## config.mk

```make
export PLATFORM = sky130hd
export DESIGN_NAME = mem_data_arbiter_flat
export DESIGN_NICKNAME = d
export VERILOG_FILES = /design/src/rtl/mem_data_arbiter_if.sv /design/src/rtl/mem_data_arbiter.sv /design/src/flat_wrapper.sv
export SDC_FILE = /design/constraint.sdc
export NUM_CORES = 1
export LEC_CHECK = 0
export CAP_MARGIN = 20
export CORE_UTILIZATION = 48
export DETAILED_ROUTE_END_ITERATION = 8
export PLACE_DENSITY = 0.87
export RECOVER_POWER = 50
export SYNTH_ARGS = -nofsm -noshare
export SYNTH_HDL_FRONTEND = slang
export SYNTH_SLANG_ARGS = --single-unit
```

## constraint.sdc

```tcl
create_clock -name clk -period 4.1 [get_ports clk]
set_clock_uncertainty 0.1 [all_clocks]
set_input_delay 0.82 -clock clk [delete_from_list [all_inputs] [get_ports clk]]
set_output_delay 0.82 -clock clk [all_outputs]
set_load 0.005 [all_outputs]
```

## src/rtl/mem_data_arbiter_if.sv

```systemverilog
// Bus bundle for mem_data_arbiter: two requester ports, the shared memory
// data port, and arbiter status.
//   m0_*/m1_* : requester request/response signals
//   mem_*     : single-access memory data port
//   grant     : one-hot owner, busy: arbiter not idle
// slave modport is the arbiter side, master modport is the requester/memory side.
interface mem_data_arbiter_if #(
  parameter int unsigned ADDR_WIDTH = 32
);
  logic                  m0_req;
  logic [ADDR_WIDTH-1:0] m0_addr;
  logic [31:0]           m0_wdata;
  logic [1:0]            m0_size;
  logic                  m0_we;
  logic [31:0]           m0_rdata;
  logic                  m0_ack;
  logic                  m0_err;

  logic                  m1_req;
  logic [ADDR_WIDTH-1:0] m1_addr;
  logic [31:0]           m1_wdata;
  logic [1:0]            m1_size;
  logic                  m1_we;
  logic [31:0]           m1_rdata;
  logic                  m1_ack;
  logic                  m1_err;

  logic                  mem_req;
  logic [ADDR_WIDTH-1:0] mem_addr;
  logic [31:0]           mem_wdata;
  logic [1:0]            mem_size;
  logic                  mem_we;
  logic [31:0]           mem_rdata;
  logic                  mem_ack;

  logic [1:0]            grant;
  logic                  busy;

  modport slave (
    input  m0_req, m0_addr, m0_wdata, m0_size, m0_we,
    input  m1_req, m1_addr, m1_wdata, m1_size, m1_we,
    input  mem_rdata, mem_ack,
    output m0_rdata, m0_ack, m0_err,
    output m1_rdata, m1_ack, m1_err,
    output mem_req, mem_addr, mem_wdata, mem_size, mem_we,
    output grant, busy
  );

  modport master (
    output m0_req, m0_addr, m0_wdata, m0_size, m0_we,
    output m1_req, m1_addr, m1_wdata, m1_size, m1_we,
    output mem_rdata, mem_ack,
    input  m0_rdata, m0_ack, m0_err,
    input  m1_rdata, m1_ack, m1_err,
    input  mem_req, mem_addr, mem_wdata, mem_size, mem_we,
    input  grant, busy
  );
endinterface

```

## src/rtl/mem_data_arbiter.sv

```systemverilog
// Round-robin arbiter sharing the memory data port between two requesters.
// Each grant issues one single-cycle memory access after a bounds/size check;
// failed checks and missing memory acknowledges return an error response.
//   clk, rst : clock, synchronous active-high reset
//   bus      : mem_data_arbiter_if.slave (requester ports, memory port, grant/busy)
module mem_data_arbiter #(
  parameter int unsigned ADDR_WIDTH     = 32,
  parameter int unsigned MEM_SIZE_BYTES = 65536,
  parameter int unsigned TIMEOUT_CYCLES = 15
) (
  input  logic               clk,
  input  logic               rst,
  mem_data_arbiter_if.slave  bus
);
  localparam int unsigned CNT_W = $clog2(TIMEOUT_CYCLES);
  localparam int unsigned CMP_W = ADDR_WIDTH + 1;

  typedef enum logic [1:0] {S_IDLE, S_ISSUE, S_WAIT, S_RESP} state_e;

  state_e                state_q, state_d;
  logic                  mem_req_q, mem_req_d;
  logic [ADDR_WIDTH-1:0] mem_addr_q, mem_addr_d;
  logic [31:0]           mem_wdata_q, mem_wdata_d;
  logic [1:0]            mem_size_q, mem_size_d;
  logic                  mem_we_q, mem_we_d;
  logic [1:0]            ack_q, ack_d;
  logic [1:0]            err_q, err_d;
  logic [1:0][31:0]      rdata_q, rdata_d;
  logic [1:0]            grant_q, grant_d;
  logic                  busy_q, busy_d;
  logic [CNT_W-1:0]      cnt_q, cnt_d;
  // Port granted most recently; also identifies the owner while not idle.
  logic                  last_grant_q, last_grant_d;

  logic                  any_req;
  logic                  win;
  logic [ADDR_WIDTH-1:0] sel_addr;
  logic [31:0]           sel_wdata;
  logic [1:0]            sel_size;
  logic                  sel_we;
  logic [CMP_W-1:0]      addr_ext;
  logic                  in_range;
  logic                  timeout_hit;

  // Winner: the sole requester, or the port that did not win last time.
  assign any_req   = bus.m0_req | bus.m1_req;
  assign win       = (bus.m0_req & bus.m1_req) ? ~last_grant_q : bus.m1_req;
  assign sel_addr  = win ? bus.m1_addr  : bus.m0_addr;
  assign sel_wdata = win ? bus.m1_wdata : bus.m0_wdata;
  assign sel_size  = win ? bus.m1_size  : bus.m0_size;
  assign sel_we    = win ? bus.m1_we    : bus.m0_we;
  assign addr_ext  = CMP_W'(sel_addr);

  // Whole access must fit below MEM_SIZE_BYTES; size 11 is never legal.
  always_comb begin
    case (sel_size)
      2'b00:   in_range = addr_ext < CMP_W'(MEM_SIZE_BYTES);
      2'b01:   in_range = addr_ext < CMP_W'(MEM_SIZE_BYTES - 1);
      2'b10:   in_range = addr_ext < CMP_W'(MEM_SIZE_BYTES - 3);
      default: in_range = 1'b0;
    endcase
  end

  assign timeout_hit = (cnt_q == CNT_W'(TIMEOUT_CYCLES - 1));

  // State register.
  always_ff @(posedge clk) begin
    if (rst) state_q <= S_IDLE;
    else     state_q <= state_d;
  end

  // Next-state logic.
  always_comb begin
    state_d = state_q;
    case (state_q)
      S_IDLE:  if (any_req) state_d = in_range ? S_ISSUE : S_RESP;
      S_ISSUE: state_d = S_WAIT;
      S_WAIT:  if (bus.mem_ack || timeout_hit) state_d = S_RESP;
      S_RESP:  state_d = S_IDLE;
      default: state_d = S_IDLE;
    endcase
  end

  // Next values of the registered outputs and datapath state.
  always_comb begin
    mem_req_d    = 1'b0;
    mem_addr_d   = mem_addr_q;
    mem_wdata_d  = mem_wdata_q;
    mem_size_d   = mem_size_q;
    mem_we_d     = mem_we_q;
    ack_d        = 2'b00;
    err_d        = 2'b00;
    rdata_d      = rdata_q;
    grant_d      = grant_q;
    cnt_d        = cnt_q;
    last_grant_d = last_grant_q;
    busy_d       = (state_d != S_IDLE);
    case (state_q)
      S_IDLE: begin
        // mem_ack is deliberately ignored here (stale ack after reset).
        if (any_req) begin
          mem_addr_d   = sel_addr;
          mem_wdata_d  = sel_wdata;
          mem_size_d   = sel_size;
          mem_we_d     = sel_we;
          grant_d      = win ? 2'b10 : 2'b01;
          last_grant_d = win;
          if (in_range) begin
            mem_req_d = 1'b1;
          end else begin
            ack_d[win]   = 1'b1;
            err_d[win]   = 1'b1;
            rdata_d[win] = 32'h0;
          end
        end
      end
      S_ISSUE: cnt_d = '0;
      S_WAIT: begin
        if (bus.mem_ack) begin
          ack_d[last_grant_q]   = 1'b1;
          rdata_d[last_grant_q] = mem_we_q ? 32'h0 : bus.mem_rdata;
        end else if (timeout_hit) begin
          ack_d[last_grant_q]   = 1'b1;
          err_d[last_grant_q]   = 1'b1;
          rdata_d[last_grant_q] = 32'h0;
        end else begin
          cnt_d = cnt_q + CNT_W'(1);
        end
      end
      S_RESP:  grant_d = 2'b00;
      default: grant_d = 2'b00;
    endcase
  end

  // Output and datapath registers.
  always_ff @(posedge clk) begin
    if (rst) begin
      mem_req_q    <= 1'b0;
      mem_addr_q   <= '0;
      mem_wdata_q  <= 32'h0;
      mem_size_q   <= 2'b00;
      mem_we_q     <= 1'b0;
      ack_q        <= 2'b00;
      err_q        <= 2'b00;
      rdata_q      <= '0;
      grant_q      <= 2'b00;
      busy_q       <= 1'b0;
      cnt_q        <= '0;
      last_grant_q <= 1'b1;
    end else begin
      mem_req_q    <= mem_req_d;
      mem_addr_q   <= mem_addr_d;
      mem_wdata_q  <= mem_wdata_d;
      mem_size_q   <= mem_size_d;
      mem_we_q     <= mem_we_d;
      ack_q        <= ack_d;
      err_q        <= err_d;
      rdata_q      <= rdata_d;
      grant_q      <= grant_d;
      busy_q       <= busy_d;
      cnt_q        <= cnt_d;
      last_grant_q <= last_grant_d;
    end
  end

  assign bus.mem_req   = mem_req_q;
  assign bus.mem_addr  = mem_addr_q;
  assign bus.mem_wdata = mem_wdata_q;
  assign bus.mem_size  = mem_size_q;
  assign bus.mem_we    = mem_we_q;
  assign bus.m0_ack    = ack_q[0];
  assign bus.m0_err    = err_q[0];
  assign bus.m0_rdata  = rdata_q[0];
  assign bus.m1_ack    = ack_q[1];
  assign bus.m1_err    = err_q[1];
  assign bus.m1_rdata  = rdata_q[1];
  assign bus.grant     = grant_q;
  assign bus.busy      = busy_q;
endmodule

```

## src/flat_wrapper.sv

```systemverilog
// flat-port wrapper written by rule: the top's interface ports become plain ports
module mem_data_arbiter_flat 
#(
  parameter int unsigned ADDR_WIDTH     = 32,
  parameter int unsigned MEM_SIZE_BYTES = 65536,
  parameter int unsigned TIMEOUT_CYCLES = 15
)
  (clk, rst, bus_m0_req, bus_m0_addr, bus_m0_wdata, bus_m0_size, bus_m0_we, bus_m1_req, bus_m1_addr, bus_m1_wdata, bus_m1_size, bus_m1_we, bus_mem_rdata, bus_mem_ack, bus_m0_rdata, bus_m0_ack, bus_m0_err, bus_m1_rdata, bus_m1_ack, bus_m1_err, bus_mem_req, bus_mem_addr, bus_mem_wdata, bus_mem_size, bus_mem_we, bus_grant, bus_busy);
  mem_data_arbiter_if #(.ADDR_WIDTH(ADDR_WIDTH)) bus_i ();
  input  logic clk;
  input  logic rst;
  input wire logic [$bits(bus_i.m0_req)-1:0] bus_m0_req;
  input wire logic [$bits(bus_i.m0_addr)-1:0] bus_m0_addr;
  input wire logic [$bits(bus_i.m0_wdata)-1:0] bus_m0_wdata;
  input wire logic [$bits(bus_i.m0_size)-1:0] bus_m0_size;
  input wire logic [$bits(bus_i.m0_we)-1:0] bus_m0_we;
  input wire logic [$bits(bus_i.m1_req)-1:0] bus_m1_req;
  input wire logic [$bits(bus_i.m1_addr)-1:0] bus_m1_addr;
  input wire logic [$bits(bus_i.m1_wdata)-1:0] bus_m1_wdata;
  input wire logic [$bits(bus_i.m1_size)-1:0] bus_m1_size;
  input wire logic [$bits(bus_i.m1_we)-1:0] bus_m1_we;
  input wire logic [$bits(bus_i.mem_rdata)-1:0] bus_mem_rdata;
  input wire logic [$bits(bus_i.mem_ack)-1:0] bus_mem_ack;
  output wire logic [$bits(bus_i.m0_rdata)-1:0] bus_m0_rdata;
  output wire logic [$bits(bus_i.m0_ack)-1:0] bus_m0_ack;
  output wire logic [$bits(bus_i.m0_err)-1:0] bus_m0_err;
  output wire logic [$bits(bus_i.m1_rdata)-1:0] bus_m1_rdata;
  output wire logic [$bits(bus_i.m1_ack)-1:0] bus_m1_ack;
  output wire logic [$bits(bus_i.m1_err)-1:0] bus_m1_err;
  output wire logic [$bits(bus_i.mem_req)-1:0] bus_mem_req;
  output wire logic [$bits(bus_i.mem_addr)-1:0] bus_mem_addr;
  output wire logic [$bits(bus_i.mem_wdata)-1:0] bus_mem_wdata;
  output wire logic [$bits(bus_i.mem_size)-1:0] bus_mem_size;
  output wire logic [$bits(bus_i.mem_we)-1:0] bus_mem_we;
  output wire logic [$bits(bus_i.grant)-1:0] bus_grant;
  output wire logic [$bits(bus_i.busy)-1:0] bus_busy;
  assign bus_i.m0_req = bus_m0_req;
  assign bus_i.m0_addr = bus_m0_addr;
  assign bus_i.m0_wdata = bus_m0_wdata;
  assign bus_i.m0_size = bus_m0_size;
  assign bus_i.m0_we = bus_m0_we;
  assign bus_i.m1_req = bus_m1_req;
  assign bus_i.m1_addr = bus_m1_addr;
  assign bus_i.m1_wdata = bus_m1_wdata;
  assign bus_i.m1_size = bus_m1_size;
  assign bus_i.m1_we = bus_m1_we;
  assign bus_i.mem_rdata = bus_mem_rdata;
  assign bus_i.mem_ack = bus_mem_ack;
  assign bus_m0_rdata = bus_i.m0_rdata;
  assign bus_m0_ack = bus_i.m0_ack;
  assign bus_m0_err = bus_i.m0_err;
  assign bus_m1_rdata = bus_i.m1_rdata;
  assign bus_m1_ack = bus_i.m1_ack;
  assign bus_m1_err = bus_i.m1_err;
  assign bus_mem_req = bus_i.mem_req;
  assign bus_mem_addr = bus_i.mem_addr;
  assign bus_mem_wdata = bus_i.mem_wdata;
  assign bus_mem_size = bus_i.mem_size;
  assign bus_mem_we = bus_i.mem_we;
  assign bus_grant = bus_i.grant;
  assign bus_busy = bus_i.busy;
  mem_data_arbiter #(.ADDR_WIDTH(ADDR_WIDTH), .MEM_SIZE_BYTES(MEM_SIZE_BYTES), .TIMEOUT_CYCLES(TIMEOUT_CYCLES)) u_core (.clk(clk), .rst(rst), .bus(bus_i));
endmodule
```

==> reports/results.ini <==
[sta]
setup_viol_count_final = 0
worstMarginPinSlew_ns = 0.9705
holdWs_ns = 0.3550
slew_headroom_pct = 35.30
rsz0062_at_grt = no
min_period_over_period_pct = 80.50
finalCriticalPeriod_ns = 3.301
drv_slew = 0
fin_tns_setup_ns = 0
worst_slack_ns = 0.7994
final-hold-violation-count = 0
fmax_mhz = 303.0

[clock_tree]
cts.repair.resized = 0
cts_setup_buffers = 0
cts_made_buffers = 17
clockRootBuffer = clkbuf_16
cts_buffer_depth = 2
cts_hold_buf = 0
clock-sinks = 146
clk_pin_slew_worst_paths_ns = 0.06
cts_tree = yes
cts.htree.levels = 4
clk_latency_ns = 0.43

[layout]
drive_gt1_share_pct = 10.97
syn_to_final_growth_pct = 48.66
fin_util_pct = 73.82
multi_input_area_um2 = 4437
regArea_um2 = 2924
stdcell_count = 1522
layout.nets = 1469
fillCellCount = 1235

[die]
die_h_um = 130.9
start_util_pct = 49.66
dieArea_um2 = 17130
ios = 310
fp.dieW_um = 130.9
rows = 46
core_area_um2 = 16060

[critical_path]
crit_arrival_ns = 3.55
endpoint_kind = flip-flop
crit_slowest_cell = dlygate4sd3_1
slowest_delay_ns = 0.74
worstSetupStartpointType = primary input
path_cells = dlygate4sd3_1, a31oi_1, or3b_4, or3_4, a31oi_4, buf_4, o21ai_0, a22oi_1
crit_type = primary input to flip-flop
crit_required_ns = 4.35
path_max_fanout = 32

[placement]
place.gp.congestion = 0.9198
placement.setup.worst_slack_ns = 0.4040
port_buffers = 309
hpwlAfterDp_um = 19400
dpl.cell_count = 1487

[synth]
yosysTopAreaCell = dfxtp_1
synth_edf_count = 0
async_flop_share_pct = 0
synth.avg_cell_area_um2 = 7.742
seq_area_frac_synth_pct = 36.65
syn-num-nets = 1207
yosysUniqueCellTypes = 43
yosys-top-cells-count = nand2_1 (155), dfxtp_1 (146), o21ai_0 (138)
synth_ff_type = dfxtp_1
synth_top_area_share_pct = 36.65
syn_inst = 1030
synth.most_common_cell = nand2_1
ys_top_cells_by_area = dfxtp_1 (37%), a22oi_2 (9.4%), o21ai_0 (8.7%)
netlist_area_um2 = 7974
synth_seq_cells = 146
ys_warn_count = 0

[detailed_routing]
routedWlPerCell_um = 18.37
drc = 0
vias = 8941
drt_iter0_markers = 820
drt-total-wl_um = 27960
viasPerCell = 5.875
antenna_left = 0
firstDrtPassIters = 6

[global_routing]
grt_pass1_vias = 8279
met3_usage_pct = 8.591
grt-busiest-layer = met2
grt_use_total_pct = 32.47
grt_first_pass_wirelength_um = 42640
antenna_found_initial = 2
use_met1_pct = 37.46
overflow = 0
grt_util_met2_pct = 55.03
grt_max_degree = 131

[worst_hold_path]
hold_path_class = flip-flop to flip-flop

[power_and_ir_drop]
leakage_nw = 4.572
powerDensity_nw_per_um2 = 515.8
peakVddDrop_mv = 0.4656

[job]
maxCapViolCount = 0

[outcome]
outcome = completed

## flip-flops by register name, indices dropped and copies added, names as in the netlist
register,cells
u_core.bus.mem_size,2
u_core.bus.mem_req,1
u_core.bus.m1_rdata,32
u_core.bus.m0_rdata,32
u_core.err_q,2
u_core.bus.grant,2
u_core.bus.mem_we,1
u_core.ack_q,2
u_core.bus.mem_wdata,32
u_core.cnt_q,4
u_core.state_q,2
u_core.last_grant_q,1
u_core.bus.busy,1
u_core.bus.mem_addr,32
## worst paths after layout
check | start | end | slack, ns | cells past startpoint
worst max-delay path | bus_mem_ack | u_core.bus.m0_rdata[0] | 0.80 | 8
worst min register to register | u_core.bus.m1_rdata[26] | u_core.bus.m1_rdata[26] | 0.35 | 2
worst max register to register | u_core.state_q[0] | u_core.bus.m0_rdata[0] | 1.28 | 8
worst min-delay path | u_core.bus.m1_rdata[26] | u_core.bus.m1_rdata[26] | 0.35 | 2
## routing by layer
layer	share of wire, %	up-vias
met2	49	541
met1	37	4162
met5	0	-
li1	-	4156
met3	9.7	82
met4	4.2	0
## critical path: cells and delay by family
kind            cells  cell delay (ns)
simple gates        2             0.89
buf+inv             2             1.12
compound gates      4             0.70
## where the power goes
part,leakage [nW],switching (mW),internal [mW]
registers,1.19,0.206,1.72
clock network,0.304,0.612,1.01
logic,3.07,1.41,1.15
## logic make-up (layout without fill, tap and decap cells)
| logic type | after synthesis | count (layout) | synth area share, % |
|---|---|---|---|
| buffers and inverters | 161 | 435 | 8.363 |
| adders and majority gates | 6 | 6 | 0.9414 |
| muxes | 1 | 1 | 0.1255 |
| and+or+nand+nor | 352 | 352 | 20.76 |
| other | 0 | 2 | 0 |
| DFF | 146 | 146 | 36.65 |
| AOI/OAI and AO/OA | 364 | 364 | 33.16 |
## layout by cell type, fill, tap and decap left out, types with 3 or more instances in the layout
master and instances:
and2b_1 32, nor2_1 86, a22oi_1 6, ha_1 6, o21ai_1 60, buf_4 22, clkbuf_16 17, nand2_1 155
a22oi_2 60, bufinv_16 3, inv_1 68, o21a_1 6, a21oi_1 9, nor3_1 6, a311oi_1 67, nand2b_1 35
nand4_1 8, clkinv_2 5, dfxtp_1 145, nor4_1 8, clkdlybuf4s50_1 171, a31oi_1 5, nand3_1 4, clkbuf_8 4
o21ai_0 136, nor3_2 3, dlygate4sd3_1 137
## metrics by stage
step                total power, mW  cell area (um^2)
floorplan                     3.355              7974
global placement              4.481             11170
detailed placement            4.542             11200
CTS                           6.166             11820
global route                  6.436             11850
finish                        6.114             11850
## layout make-up
| type | instances | share of cell area, % |
|---|---|---|
| multi-input combinational | 723 | 37.43 |
| timing repair buffer | 336 | 28.27 |
| sequential | 146 | 24.67 |
| clock buffer | 21 | 4.053 |
| tap | 216 | 2.280 |
| inverter | 68 | 2.153 |
| clock inverter | 10 | 1.108 |
| antenna | 2 | 0.04222 |
Power figures use the tool's default switching activity.
